==> src/rtl/wrr_packet_arbiter_pkg.sv <==
// Shared types and helpers for the weighted round-robin packet arbiter.
// Vectors are handled at a fixed maximum width and cast at the use site.
package wrr_arb_pkg;

    localparam int MAXN = 32;

    typedef logic [MAXN-1:0] vec_t;

    typedef enum logic {
        IDLE  = 1'b0,
        GRANT = 1'b1
    } state_t;

    // Lowest set bit of (mask & req), falling back to lowest set bit of req.
    function automatic vec_t rr_first(vec_t mask, vec_t req);
        vec_t sel;
        sel = mask & req;
        if (sel == '0)
            sel = req;
        return sel & (~sel + vec_t'(1));
    endfunction

    function automatic logic [4:0] onehot_to_idx(vec_t oh);
        logic [4:0] idx;
        idx = '0;
        for (int i = 0; i < MAXN; i++)
            if (oh[i])
                idx = 5'(i);
        return idx;
    endfunction

endpackage

==> src/rtl/wrr_packet_arbiter_if.sv <==
// Requester-side and output-side valid/ready channel of the arbiter.
// master is the arbiter view, slave is the sources/sink view.
interface wrr_packet_arbiter_if #(
    parameter int nReq = 4,
    parameter int DW   = 32
);
    logic [nReq-1:0]    req_valid;
    logic [nReq-1:0]    req_last;
    logic [nReq*DW-1:0] req_data;
    logic [nReq-1:0]    req_ready;
    logic               out_valid;
    logic               out_last;
    logic [DW-1:0]      out_data;
    logic               out_ready;

    modport master (
        input  req_valid, req_last, req_data, out_ready,
        output req_ready, out_valid, out_last, out_data
    );

    modport slave (
        output req_valid, req_last, req_data, out_ready,
        input  req_ready, out_valid, out_last, out_data
    );
endinterface

==> src/rtl/wrr_packet_arbiter_rr_pick.sv <==
// Combinational round-robin pick: masked lowest request, else lowest.
// Produces both the one-hot winner and its index.
module wrr_rr_pick
    import wrr_arb_pkg::*;
#(
    parameter  int N  = 4,
    localparam int IW = $clog2(N)
) (
    input  logic [N-1:0]  mask,
    input  logic [N-1:0]  req,
    output logic [N-1:0]  grant,
    output logic [IW-1:0] idx
);

    assign grant = N'(rr_first(vec_t'(mask), vec_t'(req)));
    assign idx   = IW'(onehot_to_idx(vec_t'(grant)));

endmodule

==> src/rtl/wrr_packet_arbiter.sv <==
// Weighted round-robin arbiter with packet lock on one valid/ready channel.
// Define ARB_WEIGHT_EN to add cfg_weight; otherwise credit is fixed at 1.
module wrr_packet_arbiter
    import wrr_arb_pkg::*;
#(
    parameter  int nReq = 4,
    parameter  int DW   = 32,
    parameter  int WW   = 4,
    localparam int IW   = $clog2(nReq)
) (
    input  logic                 clock,
    input  logic                 reset,
    wrr_packet_arbiter_if.master bus,
`ifdef ARB_WEIGHT_EN
    input  logic [nReq*WW-1:0]   cfg_weight,
`endif
    output logic [IW-1:0]        out_idx,
    output logic                 busy
);

    state_t          state;
    logic [IW-1:0]   owner;
    logic [WW-1:0]   credit;
    logic            mid_pkt;
    logic [nReq-1:0] mask;

    logic [nReq-1:0] win_oh;
    logic [IW-1:0]   win_idx;
    logic            any_req;
    logic [WW-1:0]   load_credit;
    logic            own_valid;
    logic            xfer;
    logic            last_xfer;
    logic            release_now;
    logic [nReq-1:0] rel_mask;

    wrr_rr_pick #(.N(nReq)) u_pick (
        .mask  (mask),
        .req   (bus.req_valid),
        .grant (win_oh),
        .idx   (win_idx)
    );

    assign any_req = |win_oh;

`ifdef ARB_WEIGHT_EN
    logic [WW-1:0] w_sel;
    assign w_sel       = cfg_weight[win_idx*WW +: WW];
    assign load_credit = (w_sel == '0) ? WW'(1) : w_sel;
`else
    assign load_credit = WW'(1);
`endif

    assign own_valid = bus.req_valid[owner];
    assign xfer      = (state == GRANT) && own_valid && bus.out_ready;
    assign last_xfer = xfer && bus.req_last[owner];

    // A turn ends on the final credited packet, or when the owner goes
    // quiet between packets and gives up whatever credit is left.
    assign release_now = (state == GRANT) &&
        ((last_xfer && credit == WW'(1)) ||
         (!mid_pkt && credit != '0 && !own_valid));

    assign out_idx = owner;

    // Priority after release starts just above the releasing owner.
    always_comb begin
        rel_mask = '0;
        for (int i = 0; i < nReq; i++)
            rel_mask[i] = (i > int'(owner));
    end

    // Owner's channel is muxed straight through while the turn is held.
    always_comb begin
        bus.req_ready = '0;
        bus.out_valid = 1'b0;
        bus.out_last  = 1'b0;
        bus.out_data  = '0;
        if (state == GRANT) begin
            bus.req_ready[owner] = bus.out_ready;
            bus.out_valid        = own_valid;
            bus.out_last         = bus.req_last[owner];
            bus.out_data         = bus.req_data[owner*DW +: DW];
        end
    end

    // Arbitration FSM: pick in IDLE, hold ownership and spend credit in GRANT.
    always_ff @(posedge clock) begin
        if (reset) begin
            state   <= IDLE;
            owner   <= '0;
            credit  <= '0;
            mid_pkt <= 1'b0;
            mask    <= '0;
            busy    <= 1'b0;
        end else begin
            unique case (state)
                IDLE: begin
                    if (any_req) begin
                        owner   <= win_idx;
                        credit  <= load_credit;
                        mid_pkt <= 1'b0;
                        state   <= GRANT;
                        busy    <= 1'b1;
                    end
                end
                GRANT: begin
                    if (xfer)
                        mid_pkt <= !bus.req_last[owner];
                    if (last_xfer)
                        credit <= credit - WW'(1);
                    if (release_now) begin
                        state   <= IDLE;
                        busy    <= 1'b0;
                        mask    <= rel_mask;
                        mid_pkt <= 1'b0;
                    end
                end
                default: state <= IDLE;
            endcase
        end
    end

endmodule

==> src/flat_wrapper.sv <==
// flat-port wrapper written by rule: the top's interface ports become plain ports
module wrr_packet_arbiter_flat import wrr_arb_pkg::*;
#(
    parameter  int nReq = 4,
    parameter  int DW   = 32,
    parameter  int WW   = 4,
    localparam int IW   = $clog2(nReq)
)
  (clock, reset, out_idx, busy, bus_req_valid, bus_req_last, bus_req_data, bus_out_ready, bus_req_ready, bus_out_valid, bus_out_last, bus_out_data);
  wrr_packet_arbiter_if #(.nReq(nReq), .DW(DW)) bus_i ();
  input  logic clock;
  input  logic reset;
  output logic [IW-1:0] out_idx;
  output logic busy;
  input wire logic [$bits(bus_i.req_valid)-1:0] bus_req_valid;
  input wire logic [$bits(bus_i.req_last)-1:0] bus_req_last;
  input wire logic [$bits(bus_i.req_data)-1:0] bus_req_data;
  input wire logic [$bits(bus_i.out_ready)-1:0] bus_out_ready;
  output wire logic [$bits(bus_i.req_ready)-1:0] bus_req_ready;
  output wire logic [$bits(bus_i.out_valid)-1:0] bus_out_valid;
  output wire logic [$bits(bus_i.out_last)-1:0] bus_out_last;
  output wire logic [$bits(bus_i.out_data)-1:0] bus_out_data;
  assign bus_i.req_valid = bus_req_valid;
  assign bus_i.req_last = bus_req_last;
  assign bus_i.req_data = bus_req_data;
  assign bus_i.out_ready = bus_out_ready;
  assign bus_req_ready = bus_i.req_ready;
  assign bus_out_valid = bus_i.out_valid;
  assign bus_out_last = bus_i.out_last;
  assign bus_out_data = bus_i.out_data;
  wrr_packet_arbiter #(.nReq(nReq), .DW(DW), .WW(WW)) u_core (.clock(clock), .reset(reset), .bus(bus_i), .out_idx(out_idx), .busy(busy));
endmodule
==> config.mk <==
export PLATFORM = sky130hd
export DESIGN_NAME = wrr_packet_arbiter_flat
export DESIGN_NICKNAME = d
export VERILOG_FILES = /design/src/rtl/wrr_packet_arbiter_pkg.sv /design/src/rtl/wrr_packet_arbiter_if.sv /design/src/rtl/wrr_packet_arbiter_rr_pick.sv /design/src/rtl/wrr_packet_arbiter.sv /design/src/flat_wrapper.sv
export SDC_FILE = /design/constraint.sdc
export NUM_CORES = 1
export LEC_CHECK = 0
export CORE_ASPECT_RATIO = 1.5
export CORE_MARGIN = 8
export CORE_UTILIZATION = 30
export DETAILED_ROUTE_END_ITERATION = 10
export PLACE_DENSITY = 0.93
export SETUP_SLACK_MARGIN = 0.3
export SLEW_MARGIN = 10
export SYNTH_ARGS = -nofsm -noshare
export SYNTH_HDL_FRONTEND = slang
export SYNTH_SLANG_ARGS = --single-unit
export TNS_END_PERCENT = 20
==> constraint.sdc <==
create_clock -name clock -period 2.35 [get_ports clock]
set_input_delay 0.235 -clock clock [delete_from_list [all_inputs] [get_ports clock]]
set_output_delay 0.235 -clock clock [all_outputs]
set_load 0.02 [all_outputs]
==> reports/results.ini <==
[sta]
slew_violations=0
tns_ps=0
final_hold_viol_count=0
layout_min_cycle_time_ps=2120
finalClockSkew_ps=0.567
slew_headroom_pct=68.9
period_share_pct=90.4
setup_viol=0
fmax_ghz=0.471
rsz0062_at_grt=yes
setup_ws_ps=227
worst_slew_pin_slew_ps=465

[global_route]
met2_usage_pct=39.3
grt_overflow=0
grt_pass1_vias=2313
gr-usage-met1_pct=20.1
grt_usage_pct=19.8
grt_pass1_wl_um=13200
grt_max_degree=41
busiest_layer=met2
gr-usage-met3_pct=5.32
antenna_found_initial=0

[detailed_routing]
postRouteAntennaNets=0
vias_per_cell=5.16
num_vias=2119
wl_um=8960
routedWlPerCell_um=21.8
drt_iter0_drc=85
dr.pass1.iters=4
route.detailed.drc=0

[floorplanning]
start_util_pct=30.6
die_area_um2=8550
io_pins=180
rows=34
die_y_um=109
core_um2=5700
die_x_um=78.2

[logic_synthesis]
syn_inst=161
synth_top_cells_by_count=and2_1 (35), mux4_2 (34), clkbuf_1 (12), dfxtp_1 (12)
synthTopCellsByArea=mux4_2 (44%), dfxtp_1 (14%), and2_1 (13%)
synth.most_common_cell=and2_1
synth_nets=303
synth_cell_type_count=35
netlist.area_leader.share_pct=44.0
yosysTopAreaCell=mux4_2
netlist_area_um2=1740
ys.flop_type=dfxtp_1
ys_warn_count=0
async_reset_ff_share_pct=0
seq_area_frac_synth_pct=13.8
syn_avg_cell_area_um2=10.8
synth-seq-cells=12
synth_edf_count=0

[clocking]
cts.sinks=12
cts_buffers=3
clock_latency_ps=240
htree_levels=1
cts_root_buf=clkbuf_8
cts_hold_buf=0
cts_buffer_depth=2
cts_tree=done
clk_pin_slew_ps=50

[worst_setup_path]
crit_type=reg2out
worstPathArrival_ps=1890
path_max_fanout=8
startpoint_type=register
worstPathRequired_ps=2120
end_kind=output pin

[cells_and_area]
syn_to_final_growth_pct=112
layout-drive-gt1-share_pct=20.4
seqCellArea_um2=245
fill_cells=471
n_antenna_cell=0
nNetsFinal=483
multiInputGateArea_um2=1420

[place]
gp_congestion=0.831
dp_hpwl_um=7560
io_buffers=179
post-place-ws_ps=157

[power]
powerDensity_nw_per_um2=348
p_leak_nw=1.43
ir_drop_mv=0.364

[run_status]
status=complete, no violations

[run]
drv_cap=0

[worst_hold_path]
hold_class=reg2reg

## logic make-up after synthesis
| kind of cell | count (synthesis) | share of synthesized area [%] |
|---|---|---|
| simple gates | 69 | 24.6 |
| mux | 34 | 44.0 |
| compound gates | 22 | 9.55 |
| buf+inv | 19 | 4.88 |
| flops | 12 | 13.8 |
| fa+ha+maj | 3 | 2.16 |
| xor+xnor | 2 | 1.01 |
## cells in the final DEF, fill, tap and decap left out, drive strengths merged, types with 3 or more instances in the layout
cell | synthesis | final
a21oi | 5 | 5
a31oi | 3 | 3
and2 | 35 | 35
buf | 4 | 15
clkbuf | 12 | 8
clkdlybuf4s50 | 0 | 145
dfxtp | 12 | 12
dlygate4sd2 | 0 | 23
ha | 3 | 3
inv | 3 | 3
mux4 | 34 | 34
nand2 | 6 | 6
nor2 | 7 | 7
nor3 | 8 | 8
nor3b | 4 | 4
o21ai | 4 | 4
o31ai | 3 | 3
## registers in the layout, indices dropped and copies added (netlist names)
name and cells:
u_core.busy 1, u_core.credit 4, u_core.mask 3, u_core.mid_pkt 1, u_core.out_idx 2, u_core.state 1
## per-layer routing
| layer | vias up | routed length (um) |
|---|---|---|
| met5 | - | 0 |
| met4 | 0 | 102 |
| met3 | 11 | 835 |
| met2 | 128 | 4930 |
| met1 | 992 | 3090 |
| li1 | 988 | - |
## critical path, cell delays in order, from the launching register on
cell           delay (ps)
dfxtp_4               380
bufbuf_16             290
mux4_2                490
and2_1                160
dlygate4sd2_1         320
## power by group
part	switching, mW	leakage, nW	internal, mW	total, mW
registers	0.0161	0.0994	0.220	0.236
logic	0.341	1.31	0.513	0.854
clock network	0.0789	0.0216	0.113	0.192
total	0.436	1.43	0.847	1.28
## per-stage QoR
step / instance area, um^2 / cells / hold WS (ps) / total power, mW / util (%)
3_3_place_gp: 3620 / 403 / 467 / 1.09 / 63.5
2_1_floorplan: 1750 / 161 / 403 / 0.669 / -
6_report: 3690 / 411 / 481 / 1.28 / 64.7
5_1_grt: 3690 / 411 / 537 / 1.35 / 64.7
3_5_place_dp: 3620 / 403 / 473 / 1.11 / 63.5
4_1_cts: 3700 / 411 / 480 / 1.29 / 64.9
## final cells by class
class,instances,area share [%]
Inverter,3,0.305
Timing Repair Buffer,191,51.1
Multi-Input combinational cell,130,38.4
Tap cell,72,2.44
Sequential cell,12,6.65
Clock buffer,3,1.12
## timing repair
action / CTS / global route
pin swaps: 0 / 0
cloned: 2 / 0
buffers inserted: 3 / 0
resized for setup: 49 / 11
endpoints found under the setup margin: 34 / 32
## final timing paths
path	startpoint	endpoint	slack (ps)	cells after the start
worst max-delay path	u_core.out_idx[0]$_SDFFE_PP0P_	bus_out_data[17]	230	4
worst min-delay path	u_core.mask[1]$_SDFFE_PP0P_	u_core.mask[1]$_SDFFE_PP0P_	480	2
worst min register to register	u_core.mask[1]$_SDFFE_PP0P_	u_core.mask[1]$_SDFFE_PP0P_	480	2
worst max register to register	u_core.out_idx[0]$_SDFFE_PP0P_	u_core.mask[3]$_SDFFE_PP0P_	470	6
(Power assumes the default switching activity.)
